--- src/rtl/cycle_printer.sv ---
// cycle_printer: scans vertmat for flagged nodes and renders each predecessor chain
// as fixed-width decimal indices joined by arrows, one frame line per chain.
module cycle_printer #(
    parameter int NODES      = 64,
    parameter int PRED_W     = 6,
    parameter int WEIGHT_W   = 24,
    parameter int DIGITS     = 2,
    parameter int COLS       = 40,
    parameter int ROWS       = 30,
    parameter int BLANK_CHAR = 10,
    parameter int ARROW_CHAR = 37,
    parameter int TRUNC_CHAR = 38,
    localparam int VW = 1 + PRED_W + WEIGHT_W,
    localparam int XW = $clog2(COLS),
    localparam int YW = $clog2(ROWS)
) (
    input  logic              clk,
    input  logic              reset,
    input  logic              print_start,
    input  logic [VW-1:0]     vertmat_q_b,
    output logic [PRED_W-1:0] vertmat_addr_b,
    output logic [VW-1:0]     vertmat_data_b,
    output logic              vertmat_we_b,
    output logic [5:0]        frame_char,
    output logic [XW-1:0]     frame_x,
    output logic [YW-1:0]     frame_y,
    output logic              frame_we,
    output logic              print_busy,
    output logic              print_done,
    output logic [PRED_W:0]   cycle_count
);

    localparam int DW = (DIGITS > 1) ? $clog2(DIGITS) : 1;
    localparam logic [PRED_W-1:0] J_LAST  = PRED_W'(NODES - 1);
    localparam logic [PRED_W-1:0] J_ONE   = PRED_W'(1);
    localparam logic [PRED_W:0]   HOP_ONE = (PRED_W + 1)'(1);
    localparam logic [PRED_W:0]   HOP_MAX = (PRED_W + 1)'(NODES);
    localparam logic [DW-1:0]     D_TOP   = DW'(DIGITS - 1);
    localparam logic [DW-1:0]     D_ONE   = DW'(1);
    localparam logic [XW-1:0]     X_LAST  = XW'(COLS - 1);
    localparam logic [XW-1:0]     X_ONE   = XW'(1);
    localparam logic [YW-1:0]     Y_LAST  = YW'(ROWS - 1);
    localparam logic [YW-1:0]     Y_ONE   = YW'(1);

    typedef enum logic [3:0] {
        S_IDLE, S_SCAN, S_CHECK, S_DIGIT, S_ARROW, S_LOAD, S_TRUNC, S_NEWLINE, S_DONE
    } state_t;

    state_t              r_state, w_state_nxt;
    logic [PRED_W-1:0]   r_j, r_k, r_m, r_l;
    logic [PRED_W-1:0]   w_j_nxt, w_k_nxt, w_m_nxt, w_l_nxt;
    logic [VW-1:0]       r_w, w_w_nxt;
    logic [PRED_W:0]     r_hop, w_hop_nxt, w_hop_inc;
    logic [DW-1:0]       r_d, w_d_nxt;
    logic [XW-1:0]       r_x, w_x_nxt;
    logic [YW-1:0]       r_y, w_y_nxt, w_y_inc;
    logic                r_done, w_done_nxt;
    logic [PRED_W:0]     r_count, w_count_nxt;
    logic                w_adv;
    logic [4*DIGITS-1:0] w_bcd;
    logic [PRED_W-1:0]   w_mshift;
    logic [3:0]          w_digit;
    logic                w_nz;

    // Shift-and-add-3 binary to BCD of the node being printed.
    always_comb begin
        w_bcd    = '0;
        w_mshift = r_m;
        for (int unsigned i = 0; i < PRED_W; i++) begin
            for (int unsigned g = 0; g < DIGITS; g++) begin
                if (w_bcd[4*g +: 4] >= 4'd5)
                    w_bcd[4*g +: 4] = w_bcd[4*g +: 4] + 4'd3;
            end
            w_bcd    = {w_bcd[4*DIGITS-2:0], w_mshift[PRED_W-1]};
            w_mshift = w_mshift << 1;
        end
    end

    // w_nz: some digit at or above the current position is non-zero.
    always_comb begin
        w_digit = '0;
        w_nz    = 1'b0;
        for (int unsigned g = 0; g < DIGITS; g++) begin
            if (g == int'(r_d))
                w_digit = w_bcd[4*g +: 4];
            if (g >= int'(r_d) && w_bcd[4*g +: 4] != 4'd0)
                w_nz = 1'b1;
        end
    end

    assign w_hop_inc   = r_hop + HOP_ONE;
    assign w_y_inc     = (r_y == Y_LAST) ? '0 : r_y + Y_ONE;
    assign frame_x     = r_x;
    assign frame_y     = r_y;
    assign print_busy  = (r_state != S_IDLE);
    assign print_done  = r_done;
    assign cycle_count = r_count;

    always_comb begin
        w_state_nxt    = r_state;
        w_j_nxt        = r_j;
        w_k_nxt        = r_k;
        w_m_nxt        = r_m;
        w_l_nxt        = r_l;
        w_w_nxt        = r_w;
        w_hop_nxt      = r_hop;
        w_d_nxt        = r_d;
        w_x_nxt        = r_x;
        w_y_nxt        = r_y;
        w_done_nxt     = r_done;
        w_count_nxt    = r_count;
        w_adv          = 1'b0;
        vertmat_addr_b = '0;
        vertmat_data_b = '0;
        vertmat_we_b   = 1'b0;
        frame_we       = 1'b0;
        frame_char     = '0;

        case (r_state)
            S_IDLE: begin
                if (print_start) begin
                    w_j_nxt     = '0;
                    w_done_nxt  = 1'b0;
                    w_count_nxt = '0;
                    w_state_nxt = S_SCAN;
                end
            end
            S_SCAN: begin
                vertmat_addr_b = r_j;
                w_state_nxt    = S_CHECK;
            end
            S_CHECK: begin
                if (vertmat_q_b[VW-1]) begin
                    w_w_nxt     = vertmat_q_b;
                    w_k_nxt     = r_j;
                    w_m_nxt     = r_j;
                    w_hop_nxt   = '0;
                    w_d_nxt     = D_TOP;
                    w_state_nxt = S_DIGIT;
                end else if (r_j == J_LAST) begin
                    w_state_nxt = S_DONE;
                end else begin
                    w_j_nxt     = r_j + J_ONE;
                    w_state_nxt = S_SCAN;
                end
            end
            S_DIGIT: begin
                frame_we   = 1'b1;
                frame_char = (r_d != '0 && !w_nz) ? 6'(BLANK_CHAR) : {2'b00, w_digit};
                w_adv      = 1'b1;
                if (r_d == D_TOP) begin
                    vertmat_addr_b = r_m;
                    vertmat_data_b = {1'b0, r_w[VW-2:0]};
                    vertmat_we_b   = 1'b1;
                    w_l_nxt        = r_w[VW-2 -: PRED_W];
                end
                if (r_d == '0) begin
                    if (r_m == r_k && r_hop != '0) begin
                        w_count_nxt = r_count + HOP_ONE;
                        w_state_nxt = S_NEWLINE;
                    end else begin
                        w_state_nxt = S_ARROW;
                    end
                end else begin
                    w_d_nxt = r_d - D_ONE;
                end
            end
            S_ARROW: begin
                frame_we   = 1'b1;
                frame_char = 6'(ARROW_CHAR);
                w_adv      = 1'b1;
                w_hop_nxt  = w_hop_inc;
                if (w_hop_inc == HOP_MAX) begin
                    w_state_nxt = S_TRUNC;
                end else begin
                    vertmat_addr_b = r_l;
                    w_m_nxt        = r_l;
                    w_state_nxt    = S_LOAD;
                end
            end
            S_LOAD: begin
                w_w_nxt     = vertmat_q_b;
                w_d_nxt     = D_TOP;
                w_state_nxt = S_DIGIT;
            end
            S_TRUNC: begin
                frame_we    = 1'b1;
                frame_char  = 6'(TRUNC_CHAR);
                w_adv       = 1'b1;
                w_count_nxt = r_count + HOP_ONE;
                w_state_nxt = S_NEWLINE;
            end
            S_NEWLINE: begin
                w_x_nxt = '0;
                w_y_nxt = w_y_inc;
                if (r_j == J_LAST) begin
                    w_state_nxt = S_DONE;
                end else begin
                    w_j_nxt     = r_j + J_ONE;
                    w_state_nxt = S_SCAN;
                end
            end
            S_DONE: begin
                w_done_nxt  = 1'b1;
                w_state_nxt = S_IDLE;
            end
            default: w_state_nxt = S_IDLE;
        endcase

        if (w_adv) begin
            if (r_x == X_LAST) begin
                w_x_nxt = '0;
                w_y_nxt = w_y_inc;
            end else begin
                w_x_nxt = r_x + X_ONE;
            end
        end
    end

    always_ff @(posedge clk or posedge reset) begin
        if (reset) begin
            r_state <= S_IDLE;
            r_j     <= '0;
            r_k     <= '0;
            r_m     <= '0;
            r_l     <= '0;
            r_w     <= '0;
            r_hop   <= '0;
            r_d     <= '0;
            r_x     <= '0;
            r_y     <= '0;
            r_done  <= 1'b0;
            r_count <= '0;
        end else begin
            r_state <= w_state_nxt;
            r_j     <= w_j_nxt;
            r_k     <= w_k_nxt;
            r_m     <= w_m_nxt;
            r_l     <= w_l_nxt;
            r_w     <= w_w_nxt;
            r_hop   <= w_hop_nxt;
            r_d     <= w_d_nxt;
            r_x     <= w_x_nxt;
            r_y     <= w_y_nxt;
            r_done  <= w_done_nxt;
            r_count <= w_count_nxt;
        end
    end

endmodule
--- config.mk ---
export PLATFORM = sky130hd
export DESIGN_NAME = cycle_printer
export DESIGN_NICKNAME = d
export VERILOG_FILES = /design/src/rtl/cycle_printer.sv
export SDC_FILE = /design/constraint.sdc
export NUM_CORES = 1
export LEC_CHECK = 0
export CELL_PAD_IN_SITES_DETAIL_PLACEMENT = 1
export CELL_PAD_IN_SITES_GLOBAL_PLACEMENT = 1
export CORE_MARGIN = 2
export CORE_UTILIZATION = 39
export DETAILED_ROUTE_END_ITERATION = 16
export GPL_TIMING_DRIVEN = 0
export HOLD_SLACK_MARGIN = 0.15
export PLACE_DENSITY_LB_ADDON = 0.1
export SETUP_SLACK_MARGIN = 0.15
export SLEW_MARGIN = 20
export SYNTH_ARGS = -nofsm -noshare
export SYNTH_HDL_FRONTEND = slang
export SYNTH_SLANG_ARGS = --single-unit
--- constraint.sdc ---
create_clock -name clk -period 5 [get_ports clk]
set_clock_uncertainty 0.05 [all_clocks]
set_input_delay 1.25 -clock clk [delete_from_list [all_inputs] [get_ports clk]]
set_output_delay 1.25 -clock clk [all_outputs]
set_load 0.03 [all_outputs]
## Word level (Yosys, flattened, before mapping)

Cells that the tools add are included.

- Add/sub/neg operators: 9
- Multipliers: 0
- Divide/modulo/power cells: 0
- $lt $le $gt $ge: 4
- Equality and inequality tests: 19
- Shift operators: 0
- Mux-type cells: 50
- Bitwise logic cells: 0
- Reduce and logical (&&, ||, !) cells: 27

Operators with widths:

| operator | count |
|---|---|
| two-way mux 30 bit | 3 |
| two-way mux 6 bit | 10 |
| one-hot mux 30 bit (2 select lines) | 1 |
| one-hot mux 6 bit (3 select lines) | 3 |
| two-way mux 4 bit | 9 |
| one-hot mux 4 bit (8 select lines) | 1 |
| two-way mux 7 bit | 4 |
| one-hot mux 7 bit (3 select lines) | 1 |
| two-way mux 5 bit | 4 |
| equality test 4 x 3 -> 1 bit, second input constant | 4 |
| adder 7 x 1 -> 7 bit, second input constant | 2 |
| one-hot mux 7 bit (2 select lines) | 1 |
| AND reduction 2 bit | 7 |
| adder 6 x 1 -> 6 bit, second input constant | 2 |
| equality test 6 bit, second input constant | 2 |
| != test 2 bit, second input constant | 6 |
| one-hot mux 6 bit (2 select lines) | 1 |
| nonzero test 4 bit | 3 |
| nonzero test 3 bit | 3 |
| adder 4 x 2 -> 4 bit, second input constant | 2 |
| equality test 4 x 2 -> 1 bit, second input constant | 2 |
| >= comparator 4 x 3 -> 1 bit, second input constant | 2 |
| two-way mux 1 bit | 8 |
| nonzero test 2 bit | 4 |
| other kinds (20) | 24 |

- Flip-flop bits (word level): 85
- Latch bits: 0
- Bits in writable memories: 0
- ROM bits: 0
- Output and inout port bits: 65
- Logic and storage cells: 121
- Memories kept: 0

## Depth between registers and ports, before layout

Gate-level depths: netlist of run 1.

- Depth after elaboration: 14
- Mapped depth: 16
- Gate-level depth less buffers: 15

## Worst setup path after synthesis of run 1

Ideal clock, no wire load.

- Kind: register -> output
- From: register r_m[4]
- To: output port frame_char[0]
- Arrival time: 3.168 ns
- Required time: 3.700 ns
- Slack: 0.532 ns
- Cell stages (with the launch flop): 17
- Buffers on the path: 1
- Cells stage by stage: dfrtp_1 buf_2 inv_1 ha_1 o21ai_0 mux2_2 ha_1 nand2b_1 o211ai_2 a211oi_2 inv_1 ha_1 nand2b_1 nand2_1 mux2i_1 nor2_1 o21ai_0

- Cells in the longest elaborated chain, start to end: 14
- Elaborated cells on any way between the ends: 19
- Classes of those cells: add/sub (3); order compare (3); mux (8); reduce/logical (5)

Ends and longest elaborated chain:

| element | line | RTL |
|---|---|---|
| from (decl) | 50 | `logic [PRED_W-1:0] r_j, r_k, r_m, r_l;` |
| from (signal assigned) | 238 | `r_m <= w_m_nxt;` |
| adder 3 x 2 -> 4 bit / >= comparator 3 bit (equally long branches) | 72, 71 |  |
| two-way mux 4 bit * | 71 | `if (w_bcd[4*g +: 4] >= 4'd5)` |
| adder 4 x 2 -> 4 bit / >= comparator 4 x 3 -> 1 bit (equally long branches) | 72, 71 |  |
| two-way mux 4 bit | 71 |  |
| >= comparator 4 x 3 -> 1 bit / adder 4 x 2 -> 4 bit (equally long branches) | 71, 72 |  |
| two-way mux 4 bit | 71 |  |
| nonzero test 4 bit | 86 | `if (g >= int'(r_d) && w_bcd[4*g +: 4] != 4'd0)` |
| logical AND 1 bit | 86 |  |
| two-way mux 1 bit (2 in a row) | 86 |  |
| logical NOT 1 bit | 149 | `frame_char = (r_d != '0 && !w_nz) ? 6'(BLANK_CHAR) : {2'b00, w_digit};` |
| logical AND 1 bit | 149 |  |
| two-way mux 4 bit * | 149 |  |
| one-hot mux 6 bit (3 select lines) * | 119 | `case (r_state)` |
| to (decl) | 24 | `output logic [5:0] frame_char,` |

Every way passes the cells marked *; elsewhere a longest branch is shown, timed or not.

## Worst setup path after layout of run 1

- From: register r_m[4]
- To: output port frame_char[2]

The elaborated chain is that of the path after synthesis.

==> results of run 1 <==
[worst max-delay path: cells and delay by family, from the launching register on]
kind | cells | cell delay, ns
buf+inv | 5 | 0.62
mux | 2 | 0.44
fa+ha+maj | 3 | 0.49
flops | 1 | 0.37
compound gates | 6 | 0.94
simple gates | 2 | 0.23
[through the flow]
step | setup TNS [ns] | total power [mW] | instance area [µm²]
after floorplan | 0 | 2.31 | 4740
after global placement | -1.26 | 2.84 | 5890
after detailed placement | -1.08 | 2.92 | 5920
after CTS | 0 | 3.71 | 6330
after global routing | 0 | 3.99 | 6370
final | 0 | 3.72 | 6370
[metal layers]
layer | vias up | GRT usage, % | routed length (µm)
met3 | 14 | 6.93 | 937
met2 | 88 | 36.2 | 6560
met1 | 2041 | 27.0 | 5770
met5 | - | 0 | 0
met4 | 0 | 7.40 | 201
li1 | 1950 | - | -
[cell families (layout without fill, tap and decap cells)]
| logic type | after synthesis | after routing |
|---|---|---|
| compound gates | 95 | 95 |
| xor+xnor | 17 | 17 |
| other cells | 1 | 2 |
| fa+ha+maj | 13 | 13 |
| mux | 46 | 46 |
| flops | 85 | 85 |
| buf+inv | 50 | 171 |
| simple gates | 178 | 178 |
[flip-flops by register name, indices dropped and copies added, names as in the netlist]
name	cells
r_d	1
r_k	6
r_j	6
frame_y	5
r_l	6
r_state	4
cycle_count	7
r_hop	7
frame_x	6
print_done	1
r_w	30
r_m	6
[cell type report]
cell class / instances / area (µm²) / share of cell area [%]
Clock buffer: 10 / 239 / 3.75
Timing Repair Buffer: 105 / 1040 / 16.3
Tap cell: 147 / 184 / 2.89
Inverter: 23 / 91.3 / 1.43
Buffer: 27 / 133 / 2.08
Multi-Input combinational cell: 351 / 2490 / 39.0
Clock inverter: 6 / 71.3 / 1.12
Sequential cell: 85 / 2130 / 33.4
[synthesized netlist by cell type, drive strengths merged, types with 5 or more instances]
cell type,count
nand3,11
o21ai,32
nor3,13
nor2,38
mux2,33
xnor2,7
ha,13
clkbuf,13
inv,22
a222oi,6
nand2b,5
and3,34
a21o,10
xor2,10
o21a,5
nand2,54
buf,14
a21oi,8
mux2i,13
o31ai,7
dfrtp,85
[how the worst max path moves through the flow]
stage	slack (ns)	endpoint
3_5_place_dp	-0.34	frame_char[1]
3_3_place_gp	-0.25	frame_char[1]
5_1_grt	0.06	frame_char[2]
6_report	0.27	frame_char[2]
4_1_cts	0.18	frame_char[2]
2_1_floorplan	0.53	frame_char[0]
[timing repair]
item / CTS / global route
gates resized for setup: 37 / 12
gates cloned: 0 / 0
setup endpoints to repair: 4 / 10
pin swaps: 4 / 5
setup buffers: 5 / 3
[power by group through the flow]
stage / clock network, mW / logic [mW] / registers (mW)
2_1_floorplan: 0 / 1.17 / 1.15
3_3_place_gp: 0 / 1.71 / 1.13
3_5_place_dp: 0 / 1.77 / 1.15
4_1_cts: 0.714 / 1.86 / 1.14
5_1_grt: 0.740 / 2.07 / 1.18
6_report: 0.696 / 1.88 / 1.14
==> key figures, run 1 <==
Outcome
  – Status: finished clean

Power
  – Comb power frac: 50.6%
  – P_int: 2.16 mW
  – Worst IR drop on VDD: 0.285 mV
  – Flop pwr share: 30.6%
  – Psw: 1.55 mW
  – PD cells: 583 nW/µm²
  – Clock power frac: 18.7%
  – Static leakage: 2.92 nW
  – Switch share: 41.8%

Worst setup path
  – CP max stage cell: dfrtp_1
  – Worst-path fanout max: 3
  – Critical path type: reg2out
  – R2R Setup Slk: 2.43 ns
  – RR Endpoint: cycle_count[5]
  – CP cell instances: buf_6 > inv_4 > ha_4 > o21ai_1 > mux2_4 > ha_1 > nand2b_4 > o2111a_1 > a211oi_2 > inv_1 > buf_4 > ha_2 > nand2b_4 > a31oi_4 > mux2i_1 > o211ai_1 > o21ai_1 > buf_4
  – R2r startpoint: r_hop[0]
  – R2R cell count: 10
  – Crit path launch type: register
  – Worst setup EP type: primary output
  – Critical path arrival: 3.43 ns
  – Slowest cell delay on critical path: 0.37 ns
  – CP Data Required Time: 3.70 ns
  – CP startpoint: r_m[4]

Route
  – Drt first pass iters: 7
  – Via count: 4093
  – Total routed wirelength: 13500 µm
  – # DRC: 0
  – Detailed-route wire length per cell: 17.9 µm
  – DRT iter0 DRCs: 195
  – Mean number of vias per cell: 5.43
  – DRT antenna net count: 0

Worst hold path
  – Hold EP: r_k[3]
  – Hold crit path type: reg2reg
  – HP Start: r_k[3]
  – Hold path depth: 2

Placed design
  – I/O Buffers: 96
  – Dpl cells: 730
  – Setup slack after placement: -0.340 ns
  – Global placement routability congestion: 0.799
  – Detail Placement HPWL: 9860 µm

Logic synthesis
  – Syn Std Cell Area: 4740 µm²
  – Post-Synth Adder-Cell Area: 3.43%
  – Ys flop type: dfrtp_1
  – Yosys top cell by area: dfrtp_1
  – Number of synthesized flops with an enable pin: 0
  – Post-synth top area share: 44.9%
  – Synth Warn #: 0
  – Mux share of post-synthesis cell area: 10.6%
  – Simple-gate share of the synthesized area: 19.0%
  – Sequential area share after synthesis: 44.9%
  – Syn_area_per_cell: 9.77 µm²
  – Main combinational cell family by area after synthesis: simple AND/OR/NAND/NOR gates
  – Unique masters post-synth: 63
  – FFs w/ async S/R, synth: 100%
  – Synth Area in XOR/XNOR: 3.14%
  – Area contributors post-synth: dfrtp_1, mux2_2, and3_1, nand2_1, ha_1
  – Synth Area in Compound Gates: 14.4%
  – Synth Instances: 485
  – Synthesized flop and latch total: 85

Timing
  – Max_slew headroom: 32.9%
  – Highest Clock Rate: 211 MHz
  – Final Max Tran Viols: 0
  – Actual slew at the worst max-slew pin: 0.993 ns
  – RSZ-0062 raised after global routing: yes
  – Final setup vio count: 0
  – Hold Vio Cnt, Final: 0
  – Setup WS post-layout: 0.267 ns
  – Tcrit/Tclk final: 94.7%
  – Fin crit period: 4.73 ns
  – Worst hold slack: 0.447 ns

Global routing
  – Largest net degree at the start of global routing: 44
  – First-pass GRT wire length: 22200 µm
  – Overflow after GRT: 0
  – GRT Total Usage: 21.8%
  – Vias in the first global route: 4315
  – Initial antenna violation count: 0

Finish
  – Commonest cells after routing, fill and taps aside: clkdlybuf4s50_1, dfrtp_1, nand2_1
  – Commonest non-fill, non-tap cell in the layout: clkdlybuf4s50_1
  – Final antenna diode count: 0
  – Final-layout fill cell count: 1338
  – Layout Utilization: 53.3%
  – Fin nets: 649
  – Area growth syn-to-layout: 34.5%
  – Fin cells: 754
  – Share of cells above drive strength 1: 17.0%

Flow run
  – Max-Cap Viols: 0

Clocking
  – # hold bufs at CTS: 0
  – Reg clk slew, reported paths: 0.07 ns
  – CTS sink count: 85
  – CTS Root Cell: clkbuf_16
  – Cts bufs inserted: 9
  – Worst-Skew Late Latency: 0.34 ns
  – TritonCTS clock tree: yes
  – H-tree levels: 3
  – CTS max path bufs: 2

Floorplan
  – Die X: 114 µm
  – Row cnt: 40
  – I/O pin count: 99
  – Core footprint: 12000 µm²
  – Die height: 114 µm
  – Initial Util: 39.6%
  – Die area: 13100 µm²
Note: power is estimated with default switching activity, not from simulation.
==> run 2: changes to the inputs <==
--- a/config.mk
+++ b/config.mk
@@ -5,6 +5,7 @@
 export SDC_FILE = /design/constraint.sdc
 export NUM_CORES = 1
 export LEC_CHECK = 0
+export ABC_CLOCK_PERIOD_IN_PS = 5000
 export CELL_PAD_IN_SITES_DETAIL_PLACEMENT = 1
 export CELL_PAD_IN_SITES_GLOBAL_PLACEMENT = 1
 export CORE_MARGIN = 2
==> results of run 2 <==
The final DEF is identical to that of run 1; final timing and power are the same.
==> run 3: changes to the inputs <==
--- a/config.mk
+++ b/config.mk
@@ -8,6 +8,7 @@
 export ABC_CLOCK_PERIOD_IN_PS = 5000
 export CELL_PAD_IN_SITES_DETAIL_PLACEMENT = 1
 export CELL_PAD_IN_SITES_GLOBAL_PLACEMENT = 1
+export CORE_ASPECT_RATIO = 0.5
 export CORE_MARGIN = 2
 export CORE_UTILIZATION = 39
 export DETAILED_ROUTE_END_ITERATION = 16
==> run 3 against run 2 <==
  * Combinational power about the same
  * Critical path depth grew 1
  * Power rose by 2.1%
  * Final area is 1.0% higher
  * Via count rose by 0.17%
  * Sequential share of layout area down 0.34 points
  * Non-clock buffer count up 3
==> key figures, run 3 (synthesized netlist as in run 1, its figures left out) <==
Timing
  – Setup WS post-layout: 0.217 ns (was 0.267 ns)
  – Hold Vio Cnt, Final: 0 (unchanged)
  – Actual slew at the worst max-slew pin: 1.00 ns (was 0.993 ns)
  – Final Max Tran Viols: 0 (unchanged)
  – Max_slew headroom: 32.3% (was 32.9%)
  – Highest Clock Rate: 209 MHz (was 211 MHz)
  – RSZ-0062 raised after global routing: yes (unchanged)
  – Worst hold slack: 0.449 ns (was 0.447 ns)
  – Tcrit/Tclk final: 95.7% (was 94.7%)
  – Fin crit period: 4.78 ns (was 4.73 ns)
  – Final setup vio count: 0 (unchanged)

Clocking
  – Worst-Skew Late Latency: 0.35 ns (was 0.34 ns)
  – H-tree levels: 3 (unchanged)
  – TritonCTS clock tree: yes (unchanged)
  – Reg clk slew, reported paths: 0.06 ns (was 0.07 ns)
  – Cts bufs inserted: 9 (unchanged)
  – CTS max path bufs: 2 (unchanged)
  – CTS sink count: 85 (unchanged)
  – CTS Root Cell: clkbuf_16 (unchanged)

Power
  – Worst IR drop on VDD: 0.238 mV (was 0.285 mV)
  – PD cells: 589 nW/µm² (was 583 nW/µm²)
  – PnR Total Power: 3.80 mW (was 3.72 mW)
  – Static leakage: 2.93 nW (was 2.92 nW)

Worst setup path
  – Critical path type: reg2out (unchanged)
  – Most Frequent Cell on Critical Path: buf_4
  – CP max stage cell: dfrtp_1 (unchanged)
  – Crit path launch type: register (unchanged)
  – CP cell instances: buf_6 > clkinv_4 > ha_4 > o21ai_2 > mux2_4 > ha_4 > nand2b_4 > o2111a_1 > a211oi_2 > inv_2 > buf_6 > buf_4 > buf_4 > buf_4 > buf_6 > mux2i_1 > o211ai_1 > o21ai_1 > buf_4 (was buf_6 > inv_4 > ha_4 > o21ai_1 > mux2_4 > ha_1 > nand2b_4 > o2111a_1 > a211oi_2 > inv_1 > buf_4 > ha_2 > nand2b_4 > a31oi_4 > mux2i_1 > o211ai_1 > o21ai_1 > buf_4)
  – Slowest cell delay on critical path: 0.37 ns (about the same)
  – Critical path arrival: 3.48 ns (was 3.43 ns)
  – Worst-path fanout max: 3 (unchanged)
  – CP Data Required Time: 3.70 ns (about the same)
  – Worst setup EP type: primary output (unchanged)

Global routing
  – Overflow after GRT: 0 (unchanged)
  – Initial antenna violation count: 0 (unchanged)
  – GRT Total Usage: 21.3% (was 21.8%)
  – First-pass GRT wire length: 21800 µm (was 22200 µm)
  – Largest net degree at the start of global routing: 47 (was 44)
  – Vias in the first global route: 4168 (was 4315)

Outcome
  – Status: finished clean (unchanged)

Finish
  – Commonest non-fill, non-tap cell in the layout: clkdlybuf4s50_1 (unchanged)
  – Share of cells above drive strength 1: 17.7% (was 17.0%)
  – Commonest cells after routing, fill and taps aside: clkdlybuf4s50_1, dfrtp_1, nand2_1 (unchanged)
  – Final antenna diode count: 0 (unchanged)
  – Final-layout fill cell count: 1369 (was 1338)
  – Design area: 6440 µm² (was 6370 µm²)
  – Fin cells: 775 (was 754)
  – Largest register FFs: 30 (unchanged)
  – Reg with most FFs: r_w (unchanged)
  – Multi-input logic area: 2480 µm² (was 2490 µm²)
  – Fin nets: 652 (was 649)
  – Area growth syn-to-layout: 35.9% (was 34.5%)
  – Reg area: 2130 µm² (unchanged)

Floorplan
  – Die area: 13100 µm² (about the same)
  – I/O pin count: 99 (unchanged)
  – Die height: 82.0 µm (was 114 µm)
  – Initial Util: 40.0% (was 39.6%)
  – Die X: 160 µm (was 114 µm)
  – Core footprint: 11800 µm² (was 12000 µm²)
  – Row cnt: 28 (was 40)

Placed design
  – I/O Buffers: 96 (unchanged)
  – Placement Cell Area: 5940 µm² (was 5920 µm²)
  – Detail Placement HPWL: 9810 µm (was 9860 µm)
  – Setup slack after placement: -0.392 ns (was -0.340 ns)
  – Dpl cells: 748 (was 730)
  – Global placement routability congestion: 0.776 (was 0.799)

Route
  – DRT iter0 DRCs: 182 (was 195)
  – Routed length on met2: 6170 µm (was 6560 µm)
  – Top layer in use: met4 (unchanged)
  – # DRC: 0 (unchanged)
  – Wl on met1: 6470 µm (was 5770 µm)
  – Detailed-route wire length per cell: 17.4 µm (was 17.9 µm)
  – Total routed wirelength: 13500 µm (about the same)
  – DR WL met3: 735 µm (was 937 µm)
  – Via count: 4100 (was 4093)
  – DRT antenna net count: 0 (unchanged)
  – Mean number of vias per cell: 5.29 (was 5.43)
  – Drt first pass iters: 6 (was 7)

Flow run
  – Max-Cap Viols: 0 (unchanged)

Worst hold path
  – Hold crit path type: reg2reg (unchanged)
run 3: per-layer routing:
layer / track usage (%) / vias to the layer above
li1: - / 1957
met1: 28.6 / 2054
met2: 34.1 / 81
met3: 7.07 / 8
met4: 4.32 / 0
met5: 0 / -
run 3: repair_timing:
action | CTS | global route
setup endpoints to repair | 10 | 4
setup buffers | 9 | 2
gates resized for setup | 28 | 19
hold buffers | 0 | 0
pin swaps | 4 | 6
run 3: final timing paths:
check                      slack, ns  cells after the start     start              to
min                             0.45                      2    r_k[5]          r_k[5]
min in group asynchronous       1.28                      2     reset          r_w[9]
max                             0.22                     19    r_m[4]   frame_char[2]
min reg2reg                     0.45                      2    r_k[5]          r_k[5]
max reg2reg                     2.44                     10  r_hop[0]  cycle_count[3]
max in group asynchronous       2.99                      3     reset        r_hop[6]
run 3: critical path: cells and delay by family (launching register included):
kind,cells,cell delay [ns]
AOI/OAI and AO/OA,5,0.85
adders and majority gates,2,0.30
buffers and inverters,9,1.01
DFF,1,0.37
muxes,2,0.45
and+or+nand+nor,1,0.15
run 3: where the power goes:
part | leakage (nW) | switching (mW) | internal, mW
combinational | 1.69 | 1.07 | 0.835
sequential | 1.08 | 0.210 | 0.938
clock | 0.161 | 0.302 | 0.445
run 3: final cells by class:
| class | count | area share, % |
|---|---|---|
| inverter | 23 | 1.46 |
| tap | 165 | 3.21 |
| buffer | 27 | 2.06 |
| sequential | 85 | 33.0 |
| clock inverter | 7 | 1.61 |
| clock buffer | 9 | 3.50 |
| multi-input combinational | 351 | 38.6 |
| timing repair buffer | 108 | 16.6 |
run 3: metrics by stage:
step	util, %	setup TNS [ns]
2_1_floorplan	-	0
3_3_place_gp	49.9	-4.37
3_5_place_dp	50.2	-0.823
4_1_cts	54.0	0
5_1_grt	54.4	0
6_report	54.4	0
